File: src/rtl/reg_writeback_unit.sv
// reg_writeback_unit
//   Producer side of the register-file write port. ALU and load results
//   are accepted through valid/ready, held in a small in-order FIFO, and
//   retired one per cycle when the write port is not stalled. Decode can
//   query whether a register has a write that has not yet retired.
//   Optional feature macro: WB_FWD_EN (forward youngest pending value).
module reg_writeback_unit #(
  parameter int DATA_W     = 16,
  parameter int ADDR_W     = 3,
  parameter int FIFO_DEPTH = 4
) (
  input  logic                          clk,
  input  logic                          rst,
  input  logic                          mem_valid,
  output logic                          mem_ready,
  input  logic [ADDR_W-1:0]             mem_addr,
  input  logic [DATA_W-1:0]             mem_data,
  input  logic                          alu_valid,
  output logic                          alu_ready,
  input  logic [ADDR_W-1:0]             alu_addr,
  input  logic [DATA_W-1:0]             alu_data,
  input  logic                          wb_stall,
  output logic                          rf_write,
  output logic [ADDR_W-1:0]             rf_write_addr,
  output logic [DATA_W-1:0]             rf_write_data,
  input  logic [ADDR_W-1:0]             rd_addr1,
  input  logic [ADDR_W-1:0]             rd_addr2,
  output logic                          rd_pending1,
  output logic                          rd_pending2,
  output logic [DATA_W-1:0]             fwd_data1,
  output logic [DATA_W-1:0]             fwd_data2,
  output logic [$clog2(FIFO_DEPTH):0]   fifo_count
);

  localparam int PTR_W = $clog2(FIFO_DEPTH);
  localparam int CNT_W = PTR_W + 1;
  localparam logic [CNT_W-1:0] FULL_CNT = CNT_W'(FIFO_DEPTH);

  // FIFO storage; no reset needed because occupancy is tracked by r_count
  logic [ADDR_W-1:0] r_fifo_addr [FIFO_DEPTH];
  logic [DATA_W-1:0] r_fifo_data [FIFO_DEPTH];

  logic [PTR_W-1:0]  r_wr_ptr;
  logic [PTR_W-1:0]  r_rd_ptr;
  logic [CNT_W-1:0]  r_count;
  logic              r_rf_write;
  logic [ADDR_W-1:0] r_rf_write_addr;
  logic [DATA_W-1:0] r_rf_write_data;

  logic              w_full;
  logic              w_empty;
  logic              w_mem_acc;
  logic              w_alu_acc;
  logic              w_push;
  logic              w_pop;
  logic [ADDR_W-1:0] w_push_addr;
  logic [DATA_W-1:0] w_push_data;

  assign w_full  = (r_count == FULL_CNT);
  assign w_empty = (r_count == '0);

  // Load path wins the single enqueue slot (it is the older instruction).
  // Ready never looks at wb_stall, so a full FIFO refuses even while draining.
  assign mem_ready = !rst && !w_full;
  assign alu_ready = !rst && !w_full && !mem_valid;

  assign w_mem_acc   = mem_valid && mem_ready;
  assign w_alu_acc   = alu_valid && alu_ready;
  assign w_push_addr = w_mem_acc ? mem_addr : alu_addr;
  assign w_push_data = w_mem_acc ? mem_data : alu_data;
  // Writes to r0 complete the handshake but are discarded
  assign w_push      = (w_mem_acc || w_alu_acc) && (w_push_addr != '0);
  assign w_pop       = !w_empty && !wb_stall;

  assign rf_write      = r_rf_write;
  assign rf_write_addr = r_rf_write_addr;
  assign rf_write_data = r_rf_write_data;
  assign fifo_count    = r_count;

  // Store accepted results at the tail slot
  always_ff @(posedge clk) begin
    if (w_push) begin
      r_fifo_addr[r_wr_ptr] <= w_push_addr;
      r_fifo_data[r_wr_ptr] <= w_push_data;
    end
  end

  // Pointers, occupancy and the register-file output stage
  always_ff @(posedge clk) begin
    if (rst) begin
      r_wr_ptr        <= '0;
      r_rd_ptr        <= '0;
      r_count         <= '0;
      r_rf_write      <= 1'b0;
      r_rf_write_addr <= '0;
      r_rf_write_data <= '0;
    end else begin
      if (w_push) r_wr_ptr <= r_wr_ptr + PTR_W'(1);
      if (w_pop)  r_rd_ptr <= r_rd_ptr + PTR_W'(1);
      if (w_push && !w_pop)      r_count <= r_count + CNT_W'(1);
      else if (!w_push && w_pop) r_count <= r_count - CNT_W'(1);
      r_rf_write <= w_pop;
      if (w_pop) begin
        r_rf_write_addr <= r_fifo_addr[r_rd_ptr];
        r_rf_write_data <= r_fifo_data[r_rd_ptr];
      end
    end
  end

  // One lookup per decode read port
  generate
    for (genvar gi = 0; gi < 2; gi++) begin : g_lookup
      logic [ADDR_W-1:0] w_addr;
      logic              w_hit;
      assign w_addr = (gi == 0) ? rd_addr1 : rd_addr2;

`ifdef WB_FWD_EN
      logic [DATA_W-1:0] w_val;
`endif

      // Scan output stage first, then FIFO oldest to youngest so the
      // youngest match is the value left standing
      always_comb begin
        w_hit = 1'b0;
`ifdef WB_FWD_EN
        w_val = '0;
`endif
        if (r_rf_write && (r_rf_write_addr == w_addr)) begin
          w_hit = 1'b1;
`ifdef WB_FWD_EN
          w_val = r_rf_write_data;
`endif
        end
        for (int k = 0; k < FIFO_DEPTH; k++) begin
          if ((CNT_W'(k) < r_count) &&
              (r_fifo_addr[r_rd_ptr + PTR_W'(k)] == w_addr)) begin
            w_hit = 1'b1;
`ifdef WB_FWD_EN
            w_val = r_fifo_data[r_rd_ptr + PTR_W'(k)];
`endif
          end
        end
        if (w_addr == '0) begin
          w_hit = 1'b0;
`ifdef WB_FWD_EN
          w_val = '0;
`endif
        end
      end

      if (gi == 0) begin : g_p1
        assign rd_pending1 = w_hit;
`ifdef WB_FWD_EN
        assign fwd_data1 = w_val;
`else
        assign fwd_data1 = '0;
`endif
      end else begin : g_p2
        assign rd_pending2 = w_hit;
`ifdef WB_FWD_EN
        assign fwd_data2 = w_val;
`else
        assign fwd_data2 = '0;
`endif
      end
    end
  endgenerate

endmodule

File: config.mk
export PLATFORM = sky130hd
export DESIGN_NAME = reg_writeback_unit
export DESIGN_NICKNAME = d
export VERILOG_FILES = /design/src/rtl/reg_writeback_unit.sv
export SDC_FILE = /design/constraint.sdc
export NUM_CORES = 1
export LEC_CHECK = 0
export CORE_MARGIN = 1.5
export CORE_UTILIZATION = 57
export DETAILED_ROUTE_END_ITERATION = 12
export DONT_BUFFER_PORTS = 1
export GPL_TIMING_DRIVEN = 0
export PLACE_DENSITY = 0.75
export RECOVER_POWER = 25
export SLEW_MARGIN = 0
export SYNTH_ARGS = -nofsm -noshare
export SYNTH_HDL_FRONTEND = slang
export SYNTH_SLANG_ARGS = --single-unit
export TNS_END_PERCENT = 1
File: constraint.sdc
create_clock -name clk -period 2.2 [get_ports clk]
set_input_delay 0.11 -clock clk [delete_from_list [all_inputs] [get_ports clk]]
set_output_delay 0.11 -clock clk [all_outputs]
set_load 0.02 [all_outputs]
## Word level (Yosys, flattened, before mapping)

Memory sizes are Yosys's and may differ from the RTL's. A register that Yosys moved wholly into a read port is not among the register bits.
Cells that the tools add are included.

| word-level totals | value |
|---|---|
| flip-flop bits (word level) | 11 |
| bits in writable memories | 76 |
| bits of input ports | 49 |
| output and inout port bits | 59 |
| logic and storage cells | 79 |
| memories | 2 |

| operators by class | value |
|---|---|
| add/subtract/negate cells | 6 |
| magnitude comparators | 4 |
| eq/ne operators | 11 |
| multiplexer cells | 20 |
| reductions and logical operators | 31 |

Memory list:

| name | depth | width | rd ports | clocked after Yosys merged registers in | write ports | line | RTL |
|---|---|---|---|---|---|---|---|
| r_fifo_data | 4 | 16 | 1 | 1 | 1 | 41 | `logic [DATA_W-1:0] r_fifo_data [FIFO_DEPTH];` |
| r_fifo_addr | 4 | 3 | 4 | 1 | 1 | 40 | `logic [ADDR_W-1:0] r_fifo_addr [FIFO_DEPTH];` |

Operators with widths:

| cell | count |
|---|---|
| $eq A3 B3 Y1 | 10 |
| $logic_and A1 B1 Y1 | 18 |
| $mux W16 | 1 |
| $mux W1 | 14 |
| $logic_not A3 Y1 | 3 |
| $mux W3 | 3 |
| $logic_not A1 Y1 | 7 |
| $lt A1 B3 Y1 const A | 2 |
| $lt A2 B3 Y1 const A | 2 |
| $add A2 B1 Y2 const B | 2 |
| $add A2 B2 Y2 const B | 2 |
| $mux W2 | 2 |
| $add A3 B1 Y3 const B | 1 |
| $eq A3 B3 Y1 const B | 1 |
| $reduce_bool A3 Y1 | 1 |
| $sub A3 B1 Y3 const B | 1 |
| $reduce_bool A2 Y1 | 1 |
| $logic_or A1 B1 Y1 | 1 |

## Longest topological paths before layout

Gate-level depths: netlist of the first run.

| logic depth | value |
|---|---|
| depth in word-level cells | 11 |
| mapped depth | 12 |
| gate-level depth less buffers | 12 |

## Worst setup path after synthesis of the first run

No wires, ideal clock.

| timing | value |
|---|---|
| path type | register -> register |
| from | register r_count[0], in the netlist fifo_count[0] |
| to | memory r_fifo_addr[0][0] (enable) |
| library setup time | 377 ps |
| data arrival time | 2481 ps |
| required time | 1823 ps |
| path slack | -658 ps |
| stages on the path, launching flop included | 9 |
| path buffers | 0 |
| period minus slack after synthesis | 2858 ps |
| cells stage by stage | dfxtp_1 -> inv_1 -> ha_1 -> a21oi_2 -> nand2_2 -> mux2i_1 -> a31o_2 -> inv_1 -> and2_1 |

| between the ends | value |
|---|---|
| cells in the longest elaborated chain, start to end | 9 |
| elaborated cells on any way between the ends | 12 |
| classes of those cells | eq/ne (1); mux (3); reduce/logical (8) |

RTL lines:

| what | line | RTL |
|---|---|---|
| from (decl) | 45 | `logic [CNT_W-1:0] r_count;` |
| from (signal assigned) | 100 | `if (w_push && !w_pop) r_count <= r_count + CNT_W'(1);` |
| from (signal assigned) | 101 | `else if (!w_push && w_pop) r_count <= r_count - CNT_W'(1);` |
| $eq A3 B3 Y1 * | 59 | `assign w_full = (r_count == FULL_CNT);` |
| $logic_not A1 Y1 * | 64 | `assign mem_ready = !rst && !w_full;` |
| $logic_and A1 B1 Y1 * | 64 |  |
| named net mem_ready | 15 | `output logic mem_ready,` |
| $logic_and A1 B1 Y1, on equally long branches | 67, 65 |  |
| $mux W3 or $logic_and A1 B1 Y1 (tied branches) | 69, 68 |  |
| $reduce_bool A3 Y1 or $logic_or A1 B1 Y1 (tied branches) | 72 | `assign w_push = (w_mem_acc \|\| w_alu_acc) && (w_push_addr != '0);` |
| $logic_and A1 B1 Y1 * | 72 |  |
| named net w_push | 54 | `logic w_push;` |
| $mux W1 * | 82 | `if (w_push) begin` |
| $mux W1 (implied by the code) * | 83 | `r_fifo_addr[r_wr_ptr] <= w_push_addr;` |
| to (decl) | 40 |  |

The timed path passes the listed nets; every way through them passes the cells marked *.

## Worst setup path in the final report of the first run

| timing | value |
|---|---|
| from | register r_count[0], in the netlist fifo_count[0] |
| to | register r_count[2], in the netlist fifo_count[2] |

| between the ends | value |
|---|---|
| cells in the longest elaborated chain, start to end | 10 |
| elaborated cells on any way between the ends | 22 |
| classes of those cells | add/sub (2); eq/ne (1); mux (3); reduce/logical (16) |

RTL lines:

| what | line |
|---|---|
| $eq A3 B3 Y1 * | 59 |
| $logic_not A1 Y1 * | 64 |
| $logic_and A1 B1 Y1 * | 64 |
| named net mem_ready | 15 |
| $logic_and A1 B1 Y1, on equally long branches | 67, 65 |
| $mux W3 or $logic_and A1 B1 Y1 (tied branches) | 69, 68 |
| $reduce_bool A3 Y1 or $logic_or A1 B1 Y1 (tied branches) | 72 |
| $logic_and A1 B1 Y1 * | 72 |
| named net w_push | 54 |
| $logic_not A1 Y1 | 101 |
| $logic_and A1 B1 Y1 | 101 |
| $reduce_bool A2 Y1 (no source line) | n/a |

The timed path passes the listed nets; every way through them passes the cells marked *. The select of a mux whose other input is x is not followed.
A chain may end at the register's enable or synchronous reset.

==> results of run 1 <==
[logic make-up (layout without fill, tap and decap cells)]
logic type               count (synthesis)  count (layout)
AO/OA/AOI/OAI                           32              32
XOR/XNOR                                35              35
adder cells (fa/ha/maj)                  9               9
buffers and inverters                   64              85
flip-flops                             105             105
multiplexers                            63              63
other                                    1              32
AND/OR/NAND/NOR                         73              73
[routing by layer]
layer	global-route usage	up-vias	wire length, µm
li1	-	1395	-
met5	0	-	0
met1	0.251	1416	3960
met3	0.0338	15	518
met4	0.0780	0	180
met2	0.369	102	4940
[report_power, final]
group	internal, mW	switching (mW)	leakage (nW)
Clock	0.445	0.711	0.0995
Combinational	1.06	1.24	0.996
Sequential	2.46	0.347	0.930
[repair_timing]
item                       in CTS  in global routing
resized for setup              18                  4
hold buffers                    3                  0
setup endpoints to repair      91                131
hold endpoints to repair       12                  0
pin swaps                       8                  1
setup buffers                   2                  0
[layout by cell type, fill, tap and decap left out, types with 3 or more instances in the layout]
cell type and count:
inv_4 3, clkbuf_8 9, a21oi_1 26, and2_4 4
buf_2 4, inv_1 7, conb_1 32, buf_1 3
nor3_1 5, mux2_2 21, nand4_1 4, ha_1 7
edfxtp_1 76, xor2_1 6, nor2_1 16, nor4_1 6
mux2_4 4, clkbuf_1 6, mux2i_1 13, nand2_1 35
dlygate4sd3_1 3, dfxtp_1 27, mux4_2 17, buf_4 38
xnor2_1 28, mux2i_4 6, inv_6 3
[through the flow]
| step | hold WS, ps | setup WS, ps |
|---|---|---|
| after floorplan | 257 | -45.2 |
| after global placement | 260 | -433 |
| after detailed placement | 260 | -451 |
| after CTS | 0.0749 | -256 |
| after global routing | 4.15 | -340 |
| final | 2.04 | -229 |
[worst reg2reg max path, stage by stage, from the launching register on]
cell and delay (ps):
dfxtp_4 450, inv_4 60, ha_4 170, a21oi_4 260, nand2_4 170, mux2i_4 230, a31o_4 270, inv_4 80
ha_4 210, or3_1 360, a21oi_1 110
[flip-flops by register name, summed over array words and instances (netlist names), named ones only]
signal / cells
r_fifo_addr: 12
r_rd_ptr: 2
fifo_count: 3
r_fifo_data: 64
rf_write_addr: 3
rf_write_data: 16
rf_write: 1
r_wr_ptr: 2
[path summary, 6_finish.rpt]
| path | endpoint | slack, ps | depth (start not counted) |
|---|---|---|---|
| worst max-delay path | fifo_count[2] | -230 | 10 |
| worst min-delay path | r_fifo_data[0][5] | 2 | 1 |
| worst max register to register | fifo_count[2] | -230 | 10 |
| worst min register to register | rf_write_data[0] | 570 | 2 |
[cell type report]
cell class	count	area, µm²
clock inverter	7	71.3
inverter	10	45.0
sequential	105	2870
buffer	54	367
timing repair buffer	5	45.0
fill	671	2940
clock buffer	9	124
multi-input combinational	244	2080
tap	108	135
==> flow_metrics.py, run 1 <==
metrics = {
    "status": {
        "status": "complete, but fails checks",
        "violations": "negative setup slack",
    },
    "timing": {
        "slew_viol_final": 0,
        "min_period_over_period": 1.10,
        "slew_headroom": 0.585,
        "hold_viol_final": 0,
        "worst_pin_slew_ps": 623,
        "timing.final.ws_setup_ps": -229,
        "fin_skew_ps": 9.39,
        "tns_ps": -12120,
        "layout_min_cycle_time_ps": 2430,
        "grt_setup_unrepaired": "true",
        "setup_violations": 80,
        "fmax_mhz": 412,
    },
    "detailed_routing": {
        "drc": 0,
        "drt_first_pass_iters": 4,
        "routed_wirelength_mm": 9.60,
        "drtIter0Drc": 139,
        "via_per_inst": 5.40,
        "wl_per_cell_um": 17.7,
        "ant_nets": 0,
        "via_count": 2928,
    },
    "global_routing": {
        "antenna_found_initial": 0,
        "grt_max_degree": 21,
        "grt_pass1_vias": 2961,
        "grt_overflow_total": 0,
        "grt_usage": 0.207,
        "grt_pass1_wl_mm": 15.0,
    },
    "logic_synthesis": {
        "synthSimpleGateAreaFrac": 0.0633,
        "synth_compound_area_frac": 0.0334,
        "synth_most_common_cell": "edfxtp_1",
        "synth_top_area_frac": 0.448,
        "ys_seq_elements": 105,
        "synthXorXnorAreaFrac": 0.0601,
        "dominantRegCellSynth": "edfxtp_1",
        "synth.area.top_cells": "edfxtp_1, dfxtp_1, mux4_2, buf_4, xnor2_1",
        "yosysWarnings": 0,
        "yosysUniqueCellTypes": 31,
        "synth_edf_count": 76,
        "synth_mux_area_frac": 0.182,
        "ys_seq_area_frac": 0.561,
        "syn_area_per_cell_um2": 13.3,
        "syn_inst": 382,
        "synth_top_family_by_area": "multiplexers",
        "synthTopCellsByCount": "edfxtp_1, nand2_1, buf_4",
        "synth-adder-area-share": 0.0221,
        "async_reset_ff_frac": 0,
        "yosysTopAreaCell": "edfxtp_1",
        "syn_area_um2": 5100,
    },
    "placement": {
        "post-dp-hpwl_mm": 6.69,
        "dpl_cell_area_um2": 5410,
        "gp_congestion": 0.899,
        "io_buffers": 0,
        "post-place-cells": 521,
    },
    "clock_tree": {
        "cts_root_buf": "clkbuf_8",
        "clockBufferDepth": 2,
        "cts_tree": "built",
        "cts_buffers": 9,
        "clk_pin_slew_ps": 110,
        "cts_sinks": 105,
        "worstSkewPairLatency_ps": 370,
        "htreeDepth": 3,
    },
    "finish": {
        "post-route-util": 0.661,
        "areaGrowthSynthToFinish_pct": 12.5,
        "stdcell_area_um2": 5740,
        "finalNonFillerCells": 542,
        "drive_above_1_share": 0.300,
        "insertedDiodeCount": 0,
        "fin_nets": 487,
    },
    "floorplanning": {
        "coreArea_um2": 8680,
        "io_pins": 108,
        "dieHeight_um": 97.6,
        "die-area_um2": 9520,
        "die_w_um": 97.6,
        "rows": 34,
        "initial_core_util": 0.588,
    },
    "worst_hold_path": {
        "hp-start": "alu_data[5]",
        "hp-class": "input pin to register",
    },
    "setup_path": {
        "critPathRequiredTime_ps": 2510,
        "worst-path-buf-inv": 2,
        "arrival_ps": 2740,
        "crit_family": "compound AO/OA/AOI/OAI gates",
        "rr_startpoint": "fifo_count[0]",
        "startpoint": "fifo_count[0]",
        "cp_slowest_cell": "dfxtp_4",
        "cp-end-kind": "register",
        "path_max_fanout": 7,
        "worstSetupPathType": "register to register",
        "cp-start-kind": "register",
        "crit_chain": "inv_4 -> ha_4 -> a21oi_4 -> nand2_4 -> mux2i_4 -> a31o_4 -> inv_4 -> ha_4 -> or3_1 -> a21oi_1",
        "max_stage_delay_ps": 450,
    },
    "pwr": {
        "p_per_area_nw_per_um2": 1090,
        "peakVddDrop_uv": 601,
        "fin_total_pwr_mw": 6.26,
        "power_leakage_nw": 2.03,
    },
    "flow_run": {
        "cap_viol_max_count": 0,
    },
}
Note: power is estimated with default switching activity, not from simulation.
==> inputs of run 2 (changes only) <==
--- a/config.mk
+++ b/config.mk
@@ -5,12 +5,14 @@
 export SDC_FILE = /design/constraint.sdc
 export NUM_CORES = 1
 export LEC_CHECK = 0
+export CELL_PAD_IN_SITES_DETAIL_PLACEMENT = 1
+export CELL_PAD_IN_SITES_GLOBAL_PLACEMENT = 1
 export CORE_MARGIN = 1.5
-export CORE_UTILIZATION = 57
+export CORE_UTILIZATION = 46
 export DETAILED_ROUTE_END_ITERATION = 12
 export DONT_BUFFER_PORTS = 1
 export GPL_TIMING_DRIVEN = 0
-export PLACE_DENSITY = 0.75
+export PLACE_DENSITY_LB_ADDON = 0.1
 export RECOVER_POWER = 25
 export SLEW_MARGIN = 0
 export SYNTH_ARGS = -nofsm -noshare
==> run 2 against run 1 <==
Effect of this change:
- the run still ends with negative setup slack left
- sequential power about the same
- clock skew about the same
- final area rose by 2.7%
- setup slack lost 53 ps
- die area is 23% higher
- critical path depth is the same
- via count up 0.96%
- highest routed layer unchanged
==> flow_metrics.py, run 2 (same netlist as run 1, synthesis figures left out) <==
metrics = {
    "status": {
        "status": "complete, but fails checks",
        "violations": "negative setup slack",
    },
    "timing": {
        "fin_skew_ps": 9.76,
        "fmax_mhz": 403,
        "setup_violations": 81,
        "grt_setup_unrepaired": "true",
        "worst_pin_slew_ps": 755,
        "tns_ps": -16630,
        "slew_viol_final": 0,
        "timing.final.ws_setup_ps": -282,
        "slew_headroom": 0.497,
        "hold_viol_final": 0,
        "layout_min_cycle_time_ps": 2480,
        "min_period_over_period": 1.13,
    },
    "global_routing": {
        "grt.busiest_layer": "met2",
        "grt_use_met2": 0.365,
        "grt_pass1_vias": 3062,
        "antenna_found_initial": 0,
        "use_met3": 0.0404,
        "grt_max_degree": 20,
        "grt_usage": 0.201,
        "grt_overflow_total": 0,
        "grt_pass1_wl_mm": 17.0,
        "use_met1": 0.240,
    },
    "placement": {
        "gp_congestion": 0.842,
        "post-place-cells": 553,
        "post-dp-hpwl_mm": 7.70,
        "io_buffers": 0,
    },
    "finish": {
        "insertedDiodeCount": 0,
        "finalNonFillerCells": 583,
        "fillCellCount": 1086,
        "drive_above_1_share": 0.316,
        "areaGrowthSynthToFinish_pct": 15.6,
        "layout_common_cells": "edfxtp_1, buf_4, nand2_1, conb_1",
        "fin_nets": 496,
        "largest_reg_flops": 64,
        "layout_commonest_cell": "edfxtp_1",
        "regMostFlops": "r_fifo_data",
    },
    "setup_path": {
        "cp-end-kind": "register",
        "worstSetupPathType": "register to register",
        "critPathRequiredTime_ps": 2490,
        "arrival_ps": 2770,
        "path_max_fanout": 7,
        "cp-start-kind": "register",
    },
    "clock_tree": {
        "worstSkewPairLatency_ps": 370,
        "cts_tree": "built",
        "cts_root_buf": "clkbuf_8",
        "cts_sinks": 105,
        "cts_buffers": 9,
        "clk_pin_slew_ps": 100,
        "htreeDepth": 3,
        "clockBufferDepth": 2,
    },
    "detailed_routing": {
        "drtIter0Drc": 73,
        "drt_first_pass_iters": 4,
        "wl_per_cell_um": 19.2,
        "routed_wirelength_mm": 11.2,
        "via_count": 2956,
        "ant_nets": 0,
        "via_per_inst": 5.07,
        "drc": 0,
    },
    "floorplanning": {
        "dieHeight_um": 108,
        "initial_core_util": 0.470,
        "die-area_um2": 11700,
        "rows": 38,
        "coreArea_um2": 10800,
        "die_w_um": 108,
        "io_pins": 108,
    },
    "pwr": {
        "peakVddDrop_uv": 775,
        "power_leakage_nw": 2.09,
        "p_per_area_nw_per_um2": 1100,
    },
    "flow_run": {
        "cap_viol_max_count": 0,
    },
    "worst_hold_path": {
        "hp-class": "input pin to register",
    },
}
-- run 2: path summary, 6_finish.rpt --
check	end	cells after the start	slack, ps	startpoint
hold / removal	r_fifo_data[1][6]	1	9	alu_data[6]
setup / recovery	fifo_count[2]	10	-280	fifo_count[0]
hold reg to reg	rf_write_data[13]	2	560	rf_write_data[13]
setup reg to reg	fifo_count[2]	10	-280	fifo_count[0]
-- run 2: per-layer routing --
metal | wire (µm) | vias to the layer above | part of all wire
met1 | 4720 | 1461 | 0.42
met5 | 0 | - | 0
met4 | 125 | 0 | 0.011
met3 | 521 | 10 | 0.047
met2 | 5820 | 77 | 0.52
li1 | - | 1408 | -
-- run 2: worst max-delay path: stages, from the launching register on --
cell	delay, ps
dfxtp_4	450
inv_4	50
ha_4	170
a21oi_4	310
nand2_4	160
mux2i_4	230
a31o_4	270
inv_4	80
ha_4	190
or3_4	380
a21oi_2	120
-- run 2: what timing repair did --
item / in CTS / in global routing
hold buffers: 4 / 1
resized for setup: 22 / 8
setup endpoints to repair: 91 / 122
endpoints found under the hold margin: 7 / 3
buffers inserted: 7 / 2
pin swaps: 11 / 6
gates cloned: 0 / 0
-- run 2: through the flow --
step | util | setup slack, ps | hold WS [ps] | cell area, µm² | power, mW
6_report | 0.544 | -282 | 8.93 | 5890 | 6.47
5_1_grt | 0.544 | -388 | 0.609 | 5890 | 6.83
4_1_cts | 0.537 | -305 | 0.352 | 5820 | 6.47
3_5_place_dp | 0.502 | -558 | 271 | 5450 | 5.14
3_3_place_gp | 0.502 | -519 | 270 | 5450 | 5.06
2_1_floorplan | - | -45.2 | 257 | 5270 | 4.59
-- run 2: where the power goes --
group	total (mW)	internal, mW	switching [mW]	leakage, nW
clock	1.22	0.562	0.659	0.105
sequential	2.80	2.46	0.344	0.930
combinational	2.45	1.12	1.33	1.05
-- run 2: final cells by class --
class / count / area, µm² / area share
Inverter: 10 / 45.0 / 0.00764
Clock inverter: 6 / 65.1 / 0.0110
Clock buffer: 10 / 138 / 0.0234
Timing Repair Buffer: 14 / 121 / 0.0206
Tap cell: 140 / 175 / 0.0297
Multi-Input combinational cell: 244 / 2100 / 0.357
Buffer: 54 / 373 / 0.0633
Sequential cell: 105 / 2870 / 0.487
